File: src/rtl/multicycle_control_pkg.sv
// Shared encodings for the multi-cycle MIPS control unit: states, instruction
// classes, opcode/funct constants, operation selects and the control bundle.
package multicycle_control_pkg;

  typedef enum logic [2:0] {
    S_FETCH     = 3'd0,
    S_DECODE    = 3'd1,
    S_EXEC      = 3'd2,
    S_MEM       = 3'd3,
    S_MULT_WAIT = 3'd4,
    S_WB        = 3'd5,
    S_TRAP      = 3'd6
  } state_t;

  typedef enum logic [2:0] {
    CL_ILLEGAL, CL_ALU, CL_BRANCH, CL_J, CL_JR, CL_LW, CL_SW, CL_MULT
  } iclass_t;

  localparam logic [5:0] OP_RTYPE = 6'h00, OP_J    = 6'h02, OP_BEQ  = 6'h04, OP_BNE  = 6'h05;
  localparam logic [5:0] OP_BLEZ  = 6'h06, OP_BGTZ = 6'h07, OP_ADDI = 6'h08, OP_ADDIU = 6'h09;
  localparam logic [5:0] OP_SLTI  = 6'h0A, OP_ANDI = 6'h0C, OP_ORI  = 6'h0D, OP_LW   = 6'h23;
  localparam logic [5:0] OP_SW    = 6'h2B;

  localparam logic [5:0] FN_SLL = 6'h00, FN_SRL  = 6'h02, FN_SRA = 6'h03, FN_JR  = 6'h08;
  localparam logic [5:0] FN_MULT = 6'h18, FN_ADD = 6'h20, FN_ADDU = 6'h21, FN_SUB = 6'h22;
  localparam logic [5:0] FN_SUBU = 6'h23, FN_AND = 6'h24, FN_OR  = 6'h25, FN_XOR  = 6'h26;
  localparam logic [5:0] FN_NOR  = 6'h27, FN_SLT = 6'h2A, FN_SLTU = 6'h2B;

  localparam logic [2:0] ALU_ADD = 3'd0, ALU_SUB = 3'd1, ALU_AND = 3'd2, ALU_OR = 3'd3;
  localparam logic [2:0] ALU_XOR = 3'd4, ALU_NOR = 3'd5, ALU_SLT = 3'd6;
  localparam logic [1:0] SH_SLL = 2'd0, SH_SRL = 2'd1, SH_SRA = 2'd2;
  localparam logic [2:0] CMP_EQ = 3'b000, CMP_NE = 3'b101, CMP_LEZ = 3'b010, CMP_GTZ = 3'b011;
  localparam logic [1:0] PC_SEQ = 2'b00, PC_REG = 2'b01, PC_JUMP = 2'b10;

  typedef struct packed {
    iclass_t    cls;
    logic [2:0] aluop;
    logic [1:0] shiftop;
    logic       selimregb;
    logic       selalushift;
    logic       unsig;
    logic       selregdest;
    logic [2:0] compop;
    logic       signed_ov;
  } dec_t;

  typedef struct packed {
    logic       instr_ready;
    logic       pcinc;
    logic       pcwrite;
    logic       pcwritecond;
    logic       writereg;
    logic       writehilo;
    logic       readmem;
    logic       writemem;
    logic       selwsource;
    logic       selregdest;
    logic       selimregb;
    logic       selalushift;
    logic       unsig;
    logic       exception;
    logic [2:0] aluop;
    logic [1:0] shiftop;
    logic [2:0] compop;
    logic [1:0] selpctype;
  } ctl_t;

endpackage

File: src/rtl/multicycle_control_instr_class_decode.sv
// Combinational opcode/funct -> instruction class and operation selects.
// Zero latency; no flow control, fed from the latched instruction.
module multicycle_control_instr_class_decode
  import multicycle_control_pkg::*;
#(
  parameter int ENABLE_MULT = 1
) (
  input  logic [5:0] opcode,
  input  logic [5:0] funct,
  output dec_t       dec
);

  always_comb begin
    dec = '0;
    case (opcode)
      OP_RTYPE: begin
        dec.selregdest = 1'b1;
        dec.cls        = CL_ALU;
        case (funct)
          FN_ADD:  begin dec.aluop = ALU_ADD; dec.signed_ov = 1'b1; end
          FN_ADDU: begin dec.aluop = ALU_ADD; dec.unsig = 1'b1; end
          FN_SUB:  begin dec.aluop = ALU_SUB; dec.signed_ov = 1'b1; end
          FN_SUBU: begin dec.aluop = ALU_SUB; dec.unsig = 1'b1; end
          FN_AND:  dec.aluop = ALU_AND;
          FN_OR:   dec.aluop = ALU_OR;
          FN_XOR:  dec.aluop = ALU_XOR;
          FN_NOR:  dec.aluop = ALU_NOR;
          FN_SLT:  dec.aluop = ALU_SLT;
          FN_SLTU: begin dec.aluop = ALU_SLT; dec.unsig = 1'b1; end
          FN_SLL:  begin dec.selalushift = 1'b1; dec.shiftop = SH_SLL; end
          FN_SRL:  begin dec.selalushift = 1'b1; dec.shiftop = SH_SRL; end
          FN_SRA:  begin dec.selalushift = 1'b1; dec.shiftop = SH_SRA; end
          FN_JR:   dec.cls = CL_JR;
          FN_MULT: dec.cls = (ENABLE_MULT != 0) ? CL_MULT : CL_ILLEGAL;
          default: dec.cls = CL_ILLEGAL;
        endcase
      end
      OP_J:     dec.cls = CL_J;
      OP_BEQ:   begin dec.cls = CL_BRANCH; dec.aluop = ALU_SUB; dec.compop = CMP_EQ;  end
      OP_BNE:   begin dec.cls = CL_BRANCH; dec.aluop = ALU_SUB; dec.compop = CMP_NE;  end
      OP_BLEZ:  begin dec.cls = CL_BRANCH; dec.aluop = ALU_SUB; dec.compop = CMP_LEZ; end
      OP_BGTZ:  begin dec.cls = CL_BRANCH; dec.aluop = ALU_SUB; dec.compop = CMP_GTZ; end
      OP_ADDI:  begin dec.cls = CL_ALU; dec.aluop = ALU_ADD; dec.selimregb = 1'b1; dec.signed_ov = 1'b1; end
      OP_ADDIU: begin dec.cls = CL_ALU; dec.aluop = ALU_ADD; dec.selimregb = 1'b1; dec.unsig = 1'b1; end
      OP_SLTI:  begin dec.cls = CL_ALU; dec.aluop = ALU_SLT; dec.selimregb = 1'b1; end
      // logical immediates are zero-extended
      OP_ANDI:  begin dec.cls = CL_ALU; dec.aluop = ALU_AND; dec.selimregb = 1'b1; dec.unsig = 1'b1; end
      OP_ORI:   begin dec.cls = CL_ALU; dec.aluop = ALU_OR;  dec.selimregb = 1'b1; dec.unsig = 1'b1; end
      OP_LW:    begin dec.cls = CL_LW; dec.aluop = ALU_ADD; dec.selimregb = 1'b1; end
      OP_SW:    begin dec.cls = CL_SW; dec.aluop = ALU_ADD; dec.selimregb = 1'b1; end
      default:  dec.cls = CL_ILLEGAL;
    endcase
  end

endmodule

File: src/rtl/multicycle_control.sv
// Multi-cycle MIPS control FSM: FETCH/DECODE/EXEC/MEM/MULT_WAIT/WB/TRAP.
// Accept-to-ready 3..5 cycles plus memory waits / MULT latency; instr_ready only in FETCH, MEM holds until mem_ready.
module multicycle_control
  import multicycle_control_pkg::*;
#(
  parameter int MULT_CYCLES = 4,
  parameter int ENABLE_MULT = 1,
  parameter int TRAP_ON_OV  = 1
) (
  input  logic       clock,
  input  logic       reset,
  input  logic       instr_valid,
  output logic       instr_ready,
  input  logic [5:0] opcode,
  input  logic [5:0] funct,
  input  logic       mem_ready,
  input  logic       ov,
  output logic       pcinc,
  output logic       pcwrite,
  output logic       pcwritecond,
  output logic       writereg,
  output logic       writehilo,
  output logic       readmem,
  output logic       writemem,
  output logic       selwsource,
  output logic       selregdest,
  output logic       selimregb,
  output logic       selalushift,
  output logic       unsig,
  output logic [2:0] aluop,
  output logic [1:0] shiftop,
  output logic [2:0] compop,
  output logic [1:0] selpctype,
  output logic       exception,
  output logic [2:0] state_o
);

  localparam int CW = $clog2(MULT_CYCLES + 1);

  state_t        state, state_nx;
  logic [5:0]    op_q, fn_q;
  logic          ov_q;
  logic [CW-1:0] cnt;
  dec_t          dec;
  ctl_t          ctl_q, ctl_o;
  logic          ovbad_q, ovbad_nx;

  multicycle_control_instr_class_decode #(.ENABLE_MULT(ENABLE_MULT)) u_decode (
    .opcode(op_q),
    .funct (fn_q),
    .dec   (dec)
  );

  // ovbad_nx sees the live ov during EXEC so the registered WB bundle is right on entry
  assign ovbad_q  = dec.signed_ov & ov_q;
  assign ovbad_nx = dec.signed_ov & ((state == S_EXEC) ? ov : ov_q);

  function automatic ctl_t ctl_for(state_t s, dec_t d, logic ovbad);
    ctl_t c;
    c = '0;
    case (s)
      S_FETCH:  c.instr_ready = 1'b1;
      S_DECODE: c.pcinc = 1'b1;
      S_EXEC: begin
        case (d.cls)
          CL_ALU: begin
            c.aluop       = d.aluop;
            c.shiftop     = d.shiftop;
            c.selimregb   = d.selimregb;
            c.selalushift = d.selalushift;
            c.unsig       = d.unsig;
          end
          CL_J:      begin c.pcwrite = 1'b1; c.selpctype = PC_JUMP; end
          CL_JR:     begin c.pcwrite = 1'b1; c.selpctype = PC_REG;  end
          CL_BRANCH: begin c.pcwritecond = 1'b1; c.compop = d.compop; c.aluop = d.aluop; end
          CL_LW, CL_SW: begin c.aluop = d.aluop; c.selimregb = 1'b1; end
          default: ;
        endcase
      end
      S_MEM: begin
        c.readmem  = (d.cls == CL_LW);
        c.writemem = (d.cls == CL_SW);
      end
      S_WB: begin
        if (d.cls == CL_MULT) begin
          c.writehilo = 1'b1;
        end else begin
          c.writereg   = ~ovbad;
          c.selwsource = (d.cls == CL_LW);
          c.selregdest = d.selregdest;
        end
      end
      S_TRAP:  c.exception = 1'b1;
      default: ;
    endcase
    return c;
  endfunction

  always_comb begin
    state_nx = state;
    case (state)
      S_FETCH:  if (instr_valid) state_nx = S_DECODE;
      S_DECODE: state_nx = (dec.cls == CL_ILLEGAL) ? S_TRAP : S_EXEC;
      S_EXEC: begin
        case (dec.cls)
          CL_ALU:       state_nx = S_WB;
          CL_LW, CL_SW: state_nx = S_MEM;
          CL_MULT:      state_nx = (MULT_CYCLES == 1) ? S_WB : S_MULT_WAIT;
          default:      state_nx = S_FETCH;
        endcase
      end
      S_MEM:       if (mem_ready) state_nx = (dec.cls == CL_LW) ? S_WB : S_FETCH;
      S_MULT_WAIT: if (cnt == CW'(1)) state_nx = S_WB;
      S_WB:        state_nx = (ovbad_q && (TRAP_ON_OV != 0)) ? S_TRAP : S_FETCH;
      S_TRAP:      state_nx = S_TRAP;
      default:     state_nx = S_FETCH;
    endcase
  end

  always_ff @(posedge clock) begin
    if (reset) begin
      state <= S_FETCH;
      op_q  <= '0;
      fn_q  <= '0;
      ov_q  <= 1'b0;
      cnt   <= '0;
      ctl_q <= ctl_for(S_FETCH, '0, 1'b0);
    end else begin
      state <= state_nx;
      ctl_q <= ctl_for(state_nx, dec, ovbad_nx);
      if (state == S_FETCH && instr_valid) begin
        op_q <= opcode;
        fn_q <= funct;
      end
      if (state == S_EXEC) ov_q <= ov;
      if (state == S_EXEC && dec.cls == CL_MULT) cnt <= CW'(MULT_CYCLES - 1);
      else if (state == S_MULT_WAIT)             cnt <= cnt - 1'b1;
    end
  end

  assign ctl_o       = reset ? '0 : ctl_q;
  assign state_o     = reset ? 3'd0 : state;
  assign instr_ready = ctl_o.instr_ready;
  assign pcinc       = ctl_o.pcinc;
  assign pcwrite     = ctl_o.pcwrite;
  assign pcwritecond = ctl_o.pcwritecond;
  assign writereg    = ctl_o.writereg;
  assign writehilo   = ctl_o.writehilo;
  assign readmem     = ctl_o.readmem;
  assign writemem    = ctl_o.writemem;
  assign selwsource  = ctl_o.selwsource;
  assign selregdest  = ctl_o.selregdest;
  assign selimregb   = ctl_o.selimregb;
  assign selalushift = ctl_o.selalushift;
  assign unsig       = ctl_o.unsig;
  assign exception   = ctl_o.exception;
  assign aluop       = ctl_o.aluop;
  assign shiftop     = ctl_o.shiftop;
  assign compop      = ctl_o.compop;
  assign selpctype   = ctl_o.selpctype;

endmodule

File: config.mk
export PLATFORM = sky130hd
export DESIGN_NAME = multicycle_control
export DESIGN_NICKNAME = d
export VERILOG_FILES = /design/src/rtl/multicycle_control_pkg.sv /design/src/rtl/multicycle_control_instr_class_decode.sv /design/src/rtl/multicycle_control.sv
export SDC_FILE = /design/constraint.sdc
export NUM_CORES = 1
export LEC_CHECK = 0
export CORE_MARGIN = 8
export CORE_UTILIZATION = 30
export DETAILED_ROUTE_END_ITERATION = 8
export SLEW_MARGIN = 20
export SYNTH_ARGS = -nofsm -noshare
export SYNTH_HDL_FRONTEND = slang
export SYNTH_SLANG_ARGS = --single-unit
File: constraint.sdc
create_clock -name clock -period 2.65 [get_ports clock]
set_clock_uncertainty 0.05 [all_clocks]
set_input_delay 0.53 -clock clock [delete_from_list [all_inputs] [get_ports clock]]
set_output_delay 0.53 -clock clock [all_outputs]
set_load 0.02 [all_outputs]
; After elaboration in Yosys (flattened, before gate mapping)
; Cells that the tools add are included.
[word_totals]
register_bits = 43
inputBits = 17
output_inout_bits = 27
wordCells = 144
[classes]
n_addsub = 1
eq_ne = 45
mux = 34
n_bitwise = 10
n_reduce_logical = 30
[ops]
columns = op, count
row1 = "6-bit == test, second input constant", 12
row2 = "6-bit by 4-bit == test with 1-bit output, second input constant", 6
row3 = 3-bit one-hot mux with 6 select lines, 2
row4 = "3-bit == test, second input constant", 9
row5 = 3-bit one-hot mux with 3 select lines, 3
row6 = "6-bit by 3-bit == test with 1-bit output, second input constant", 4
row7 = 24-bit two-way mux, 1
row8 = 3-bit two-way mux, 7
row9 = 3-bit one-hot mux with 7 select lines, 1
row10 = 3-bit OR reduction, 7
row11 = "3-bit by 2-bit == test with 1-bit output, second input constant", 6
row12 = "6-bit by 2-bit == test with 1-bit output, second input constant", 3
row13 = 2-bit OR reduction, 9
row14 = 3-bit one-hot mux with 5 select lines, 1
row15 = 13-bit OR reduction, 1
row16 = "3-bit by 1-bit == test with 1-bit output, second input constant", 4
row17 = 6-bit logical NOT, 2
row18 = 1-bit two-way mux, 12
row19 = 4-bit OR reduction, 3
row20 = 3-bit logical NOT, 3
row21 = 1-bit inverter, 8
row22 = 2-bit one-hot mux with 2 select lines, 2
row23 = 7-bit OR reduction, 1
row24 = "6-bit by 5-bit == test with 1-bit output, second input constant", 1
row25 = 7 further kinds, 12

; Longest topological paths before layout
[depth]
ltp_word = 11
mapped_depth = 15

; By module
; From an unflattened synthesis, not the netlist that was laid out.
[hier_totals]
hier_cells = 301
area_unflattened_um2 = 2488.6
[modules_own_cells]
columns = module, n_inst, cells_per_inst, area_each_um2, seq_area_each_um2
row1 = multicycle_control, 1, 226, 2004.4, 860.8
row2 = multicycle_control_instr_class_decode, 1, 75, 484.2, 0.0

; Worst setup path after synthesis
; No wires, ideal clock.
[synth_timing]
path_kind = reg2reg
start = register op_q[0]
end = register ctl_q[17] in the netlist's numbering
arrival_ns = 2.801
required_time_ns = 2.527
setup_slack_ns = -0.274
stages_incl_launch_ff = 15
n_path_buf = 3
cell_sequence = dfxtp_1 -> buf_2 -> or2_2 -> o21a_1 -> nor2_1 -> a21oi_1 -> o21ai_0 -> inv_1 -> ha_1 -> and3b_1 -> a221o_1 -> or3b_1 -> buf_6 -> buf_8 -> nor3_2
[synth_via]
elab_chain_len = 10
elab_cells_between_ends = 33
[synth_lines]
columns = element, line
row1 = "start, declared", multicycle_control.sv:41  ; logic [5:0] op_q, fn_q;
row2 = "start signal, assigned", multicycle_control.sv:132  ; op_q <= opcode;
row3 = 6-bit by 4-bit == test with 1-bit output / 6-bit by 3-bit == test with 1-bit output (equally long branches), multicycle_control_instr_class_decode.sv:15  ; case (opcode)
row4 = 5-bit OR reduction (no line) / 4-bit OR reduction (equally long branches), n/a
row5 = 3-bit one-hot mux with 6 select lines, multicycle_control_instr_class_decode.sv:15
row6 = "3-bit == test, on equally long branches", "multicycle_control.sv:81, multicycle_control.sv:105, multicycle_control.sv:112"
row7 = 2-bit OR reduction / 3-bit two-way mux (equally long branches), "multicycle_control.sv:105, multicycle_control.sv:112"
row8 = 3-bit one-hot mux with 3 select lines / 3-bit two-way mux (equally long branches), "multicycle_control.sv:105, multicycle_control.sv:112"
row9 = 3-bit one-hot mux with 7 select lines, multicycle_control.sv:101  ; case (state)
row10 = 3-bit by 2-bit == test with 1-bit output, multicycle_control.sv:61  ; case (s)
row11 = 1-bit inverter (no line), n/a
row12 = 2-bit OR reduction (no line), n/a
row13 = "end signal, assigned", multicycle_control.sv:127  ; ctl_q <= ctl_for(S_FETCH, '0, 1'b0);
row14 = "end signal, assigned", multicycle_control.sv:130  ; ctl_q <= ctl_for(state_nx, dec, ovbad_nx);
row15 = "end, declared", multicycle_control.sv:45  ; ctl_t ctl_q, ctl_o;
; Several ways; a longest one is shown, not always the timed one.
; A chain may end at the register's enable or synchronous reset.

; Final worst setup path
[layout_timing]
start = register op_q[0]
end = register ctl_q[12] in the netlist's numbering
[layout_via]
elab_chain_len = 10
elab_cells_between_ends = 35
[layout_lines]
columns = element, line
row1 = 6-bit by 4-bit == test with 1-bit output / 6-bit by 3-bit == test with 1-bit output (equally long branches), multicycle_control_instr_class_decode.sv:15
row2 = 5-bit OR reduction (no line) / 4-bit OR reduction (equally long branches), n/a
row3 = 3-bit one-hot mux with 6 select lines, multicycle_control_instr_class_decode.sv:15
row4 = "3-bit == test, on equally long branches", "multicycle_control.sv:105, multicycle_control.sv:112"
row5 = 2-bit OR reduction / 3-bit two-way mux (equally long branches), "multicycle_control.sv:105, multicycle_control.sv:112"
row6 = 3-bit one-hot mux with 3 select lines / 3-bit two-way mux (equally long branches), "multicycle_control.sv:105, multicycle_control.sv:112"
row7 = 3-bit one-hot mux with 7 select lines, multicycle_control.sv:101
row8 = 3-bit by 2-bit == test with 1-bit output, multicycle_control.sv:61
row9 = 1-bit inverter (no line), n/a
row10 = 4-bit OR reduction (no line) (*), n/a
; Every way passes the cells marked *; elsewhere a longest branch is shown, timed or not.

==> results.json <==
{
  "combinationalPowerShare_pct": 38.1,
  "setup_viol": 17,
  "seq_area_um2": 877,
  "area_growth_pct": 51.5,
  "final.fill_count": 813,
  "synth_nets": 323,
  "fin_crit_sh_pct": 106,
  "power.total_mw": 2.17,
  "ff2ff_setup_slack_ns": -0.16,
  "cp-end-kind": "flop",
  "synth_ff_type": "dfxtp_1",
  "worst_ep_arrival_time_ns": 2.98,
  "row_count": 33,
  "cp_data_required_time_ns": 2.82,
  "io_pins": 44,
  "clock_latency_ns": 0.30,
  "route.detailed.drc": 0,
  "p_seq_share_pct": 33.9,
  "cp-start-kind": "flop",
  "cts_buffer_depth": 2,
  "track_usage_pct": 12.7,
  "die_area_mm2": 0.0114,
  "n_antenna_cell": 0,
  "gr-total-overflow": 0,
  "rsz0062_at_grt": "true",
  "maxSlewHeadroom_pct": 51.6,
  "drive_above_1_share_pct": 32.6,
  "ys_ff_latch": 43,
  "avgRoutedWirePerCell_um": 14.7,
  "fin_crit_ns": 2.81,
  "r2r-start": "op_q[0]",
  "timing.rr.end": "ctl_q[12]",
  "timing_worst_setup_path_type": "flop to flop",
  "via_per_inst": 4.97,
  "dp_hpwl_um": 5310,
  "max_freq_mhz": 355,
  "r2r.worst_path.cells": 12,
  "fp.coreArea_mm2": 0.00809,
  "antenna_found_initial": 0,
  "gp_congestion": 0.920,
  "synthCells": 300,
  "synth_warnings": 0,
  "cts_tree": "done",
  "via_count": 2439,
  "grt_pass1_vias": 2426,
  "ant_nets": 0,
  "drtIter0Drc": 243,
  "die_y_um": 107,
  "async_flop_share_pct": 0,
  "final_max_slew_viol_count": 0,
  "h-tree-depth": 2,
  "hold_path_depth": 2,
  "cell_internal_pwr_mw": 1.45,
  "die_w_um": 107,
  "violations": "negative setup slack",
  "io_buffer_count": 43,
  "finalHoldViolCount": 0,
  "power-per-cell-area_mw_per_mm2": 579,
  "grt_max_degree": 37,
  "synth-seq-area-share_pct": 34.8,
  "multi_input_area_mm2": 0.00166,
  "p_leak_nw": 1.35,
  "syn_area_mm2": 0.00247,
  "crit_start": "op_q[0]",
  "switchingPower_uw": 715,
  "pre_cts_slack_ns": -0.195,
  "p_clk_share_pct": 28.0,
  "worst_pin_slew_ns": 0.708,
  "avgSynthCellArea_um2": 8.25,
  "drv_cap": 0,
  "cts_root_buf": "clkbuf_8",
  "outcome": "complete, but fails checks",
  "synth_edf_count": 0,
  "irDropWorstVdd_mv": 0.271,
  "grt_pass1_wl_um": 11700,
  "hold_class": "flop to flop",
  "sw_frac_of_total_pct": 33.0,
  "path_max_fanout": 6,
  "dr.pass1.iters": 4,
  "fin_nets": 408,
  "path_clk_slew_ns": 0.08,
  "final.setup.worst_slack_ns": -0.165,
  "initial_utilization_pct": 30.6,
  "clock_sinks": 43,
  "yosysUniqueCellTypes": 66,
  "cts_made_buffers": 5,
  "totalWireLength_um": 7200,
  "crit_end": "ctl_q[12]"
}
cells by family after synthesis:
family / count (synthesis) / share of synthesized area (%)
mux: 3 / 1.21
buf+inv: 31 / 6.07
flops: 43 / 34.8
fa+ha+maj: 6 / 3.03
simple gates: 152 / 37.3
xor+xnor: 2 / 0.708
compound gates: 63 / 16.9
worst min-delay path by stage:
stage | startpoint | to | slack [ns]
after floorplan | ov_q | ov_q | 0.42
after global placement | fn_q[1] | fn_q[1] | 0.44
after detailed placement | fn_q[1] | fn_q[1] | 0.45
after CTS | op_q[5] | op_q[5] | 0.47
after global routing | op_q[0] | op_q[0] | 0.50
final | op_q[0] | op_q[0] | 0.47
power by group through the flow:
stage	combinational (mW)	sequential, mW	clock (mW)
floorplan	0.421	0.723	0
global placement	0.680	0.742	0
detailed placement	0.681	0.745	0
CTS	0.771	0.732	0.627
global route	0.896	0.742	0.651
finish	0.826	0.735	0.607
cell usage in the layout (no fill, tap or decap), types with 3 or more instances in the layout:
cell type and count:
inv_1 8, nor2b_1 31, buf_4 54, dfxtp_4 3, nor2_1 10, dfxtp_1 36, clkbuf_8 5, o21ai_0 7
ha_1 4, nand2_1 40, a31o_2 3, nand4_1 4, dfxtp_2 4, nor3_2 7, mux2i_1 3, nor3_1 3
nand2b_1 4, clkdlybuf4s50_1 42, a21oi_2 3, nand3_1 9, a21oi_1 23, nor4_2 6, nor3_4 7
registers in the layout, indices dropped and copies added, names as in the netlist:
| name | flops |
|---|---|
| cnt | 3 |
| ctl_q | 24 |
| fn_q | 6 |
| op_q | 6 |
| ov_q | 1 |
| state | 3 |
critical path: stages (launching register included):
cell     delay (ns)
dfxtp_4        0.38
or2_4          0.26
o21a_1         0.11
nor2_2         0.11
a21oi_2        0.05
o21ai_2        0.17
inv_1          0.08
ha_2           0.19
and3b_1        0.15
a221o_1        0.35
or3b_4         0.46
buf_12         0.16
nor4b_4        0.18
layout make-up:
type	instances	area share, %
clock buffer	5	1.84
sequential	43	23.4
inverter	8	0.801
tap	105	3.50
multi-input combinational	226	44.4
clock inverter	3	1.80
timing repair buffer	101	24.3
metrics by stage:
stage	cell area (µm²)	hold WS, ns	TNS (ns)	utilization, %	std cells
finish	3750	0.471	-1.66	46.3	491
CTS	3670	0.470	-1.27	45.4	491
detailed placement	3350	0.448	-1.87	41.3	475
global placement	3350	0.439	-0.497	41.3	475
global route	3750	0.500	-5.08	46.3	491
floorplan	2520	0.424	-0.660	-	300
synth_stat cells (2+ instances only):
| cell | instances | share of area [%] |
|---|---|---|
| buf_2 | 6 | 1.2 |
| ha_1 | 6 | 3.0 |
| dfxtp_1 | 43 | 35 |
| a221o_1 | 2 | 0.81 |
| nor3b_1 | 2 | 0.61 |
| nand3b_1 | 2 | 0.61 |
| and2_1 | 2 | 0.51 |
| nor3_1 | 5 | 1.0 |
| o21ai_0 | 9 | 1.8 |
| o22a_1 | 2 | 0.71 |
| clkbuf_1 | 13 | 2.0 |
| nand3_1 | 9 | 1.8 |
| nor2b_1 | 31 | 7.8 |
| nand2_1 | 41 | 6.2 |
| nor4_1 | 9 | 2.3 |
| a21oi_1 | 26 | 5.3 |
| nor2_1 | 12 | 1.8 |
| a211oi_1 | 2 | 0.61 |
| a31o_2 | 3 | 1.1 |
| nand2b_1 | 4 | 1.0 |
| mux2i_1 | 3 | 1.2 |
| o221ai_1 | 2 | 0.71 |
| nor3_2 | 11 | 4.4 |
| inv_1 | 8 | 1.2 |
| nand4_1 | 4 | 1.0 |
| buf_4 | 2 | 0.61 |
| o2111ai_1 | 2 | 0.71 |
layer usage:
| metal | GRT usage, % | share of wire (%) | up-vias | wire length (µm) |
|---|---|---|---|---|
| met2 | 21.1 | 46 | 73 | 3350 |
| met5 | 0 | 0 | - | 0 |
| met3 | 3.60 | 7.0 | 9 | 506 |
| met4 | 4.12 | 1.3 | 0 | 91 |
| li1 | - | - | 1230 | - |
| met1 | 15.4 | 45 | 1127 | 3260 |
timing repair:
action / 4_1_cts / 5_1_grt
hold buffers: 0 / 0
cloned: 2 / 0
resized for setup: 19 / 24
setup endpoints to repair: 24 / 25
pin swaps: 6 / 12
buffers inserted: 6 / 2
No activity file was read; power rests on OpenSTA's default activity.
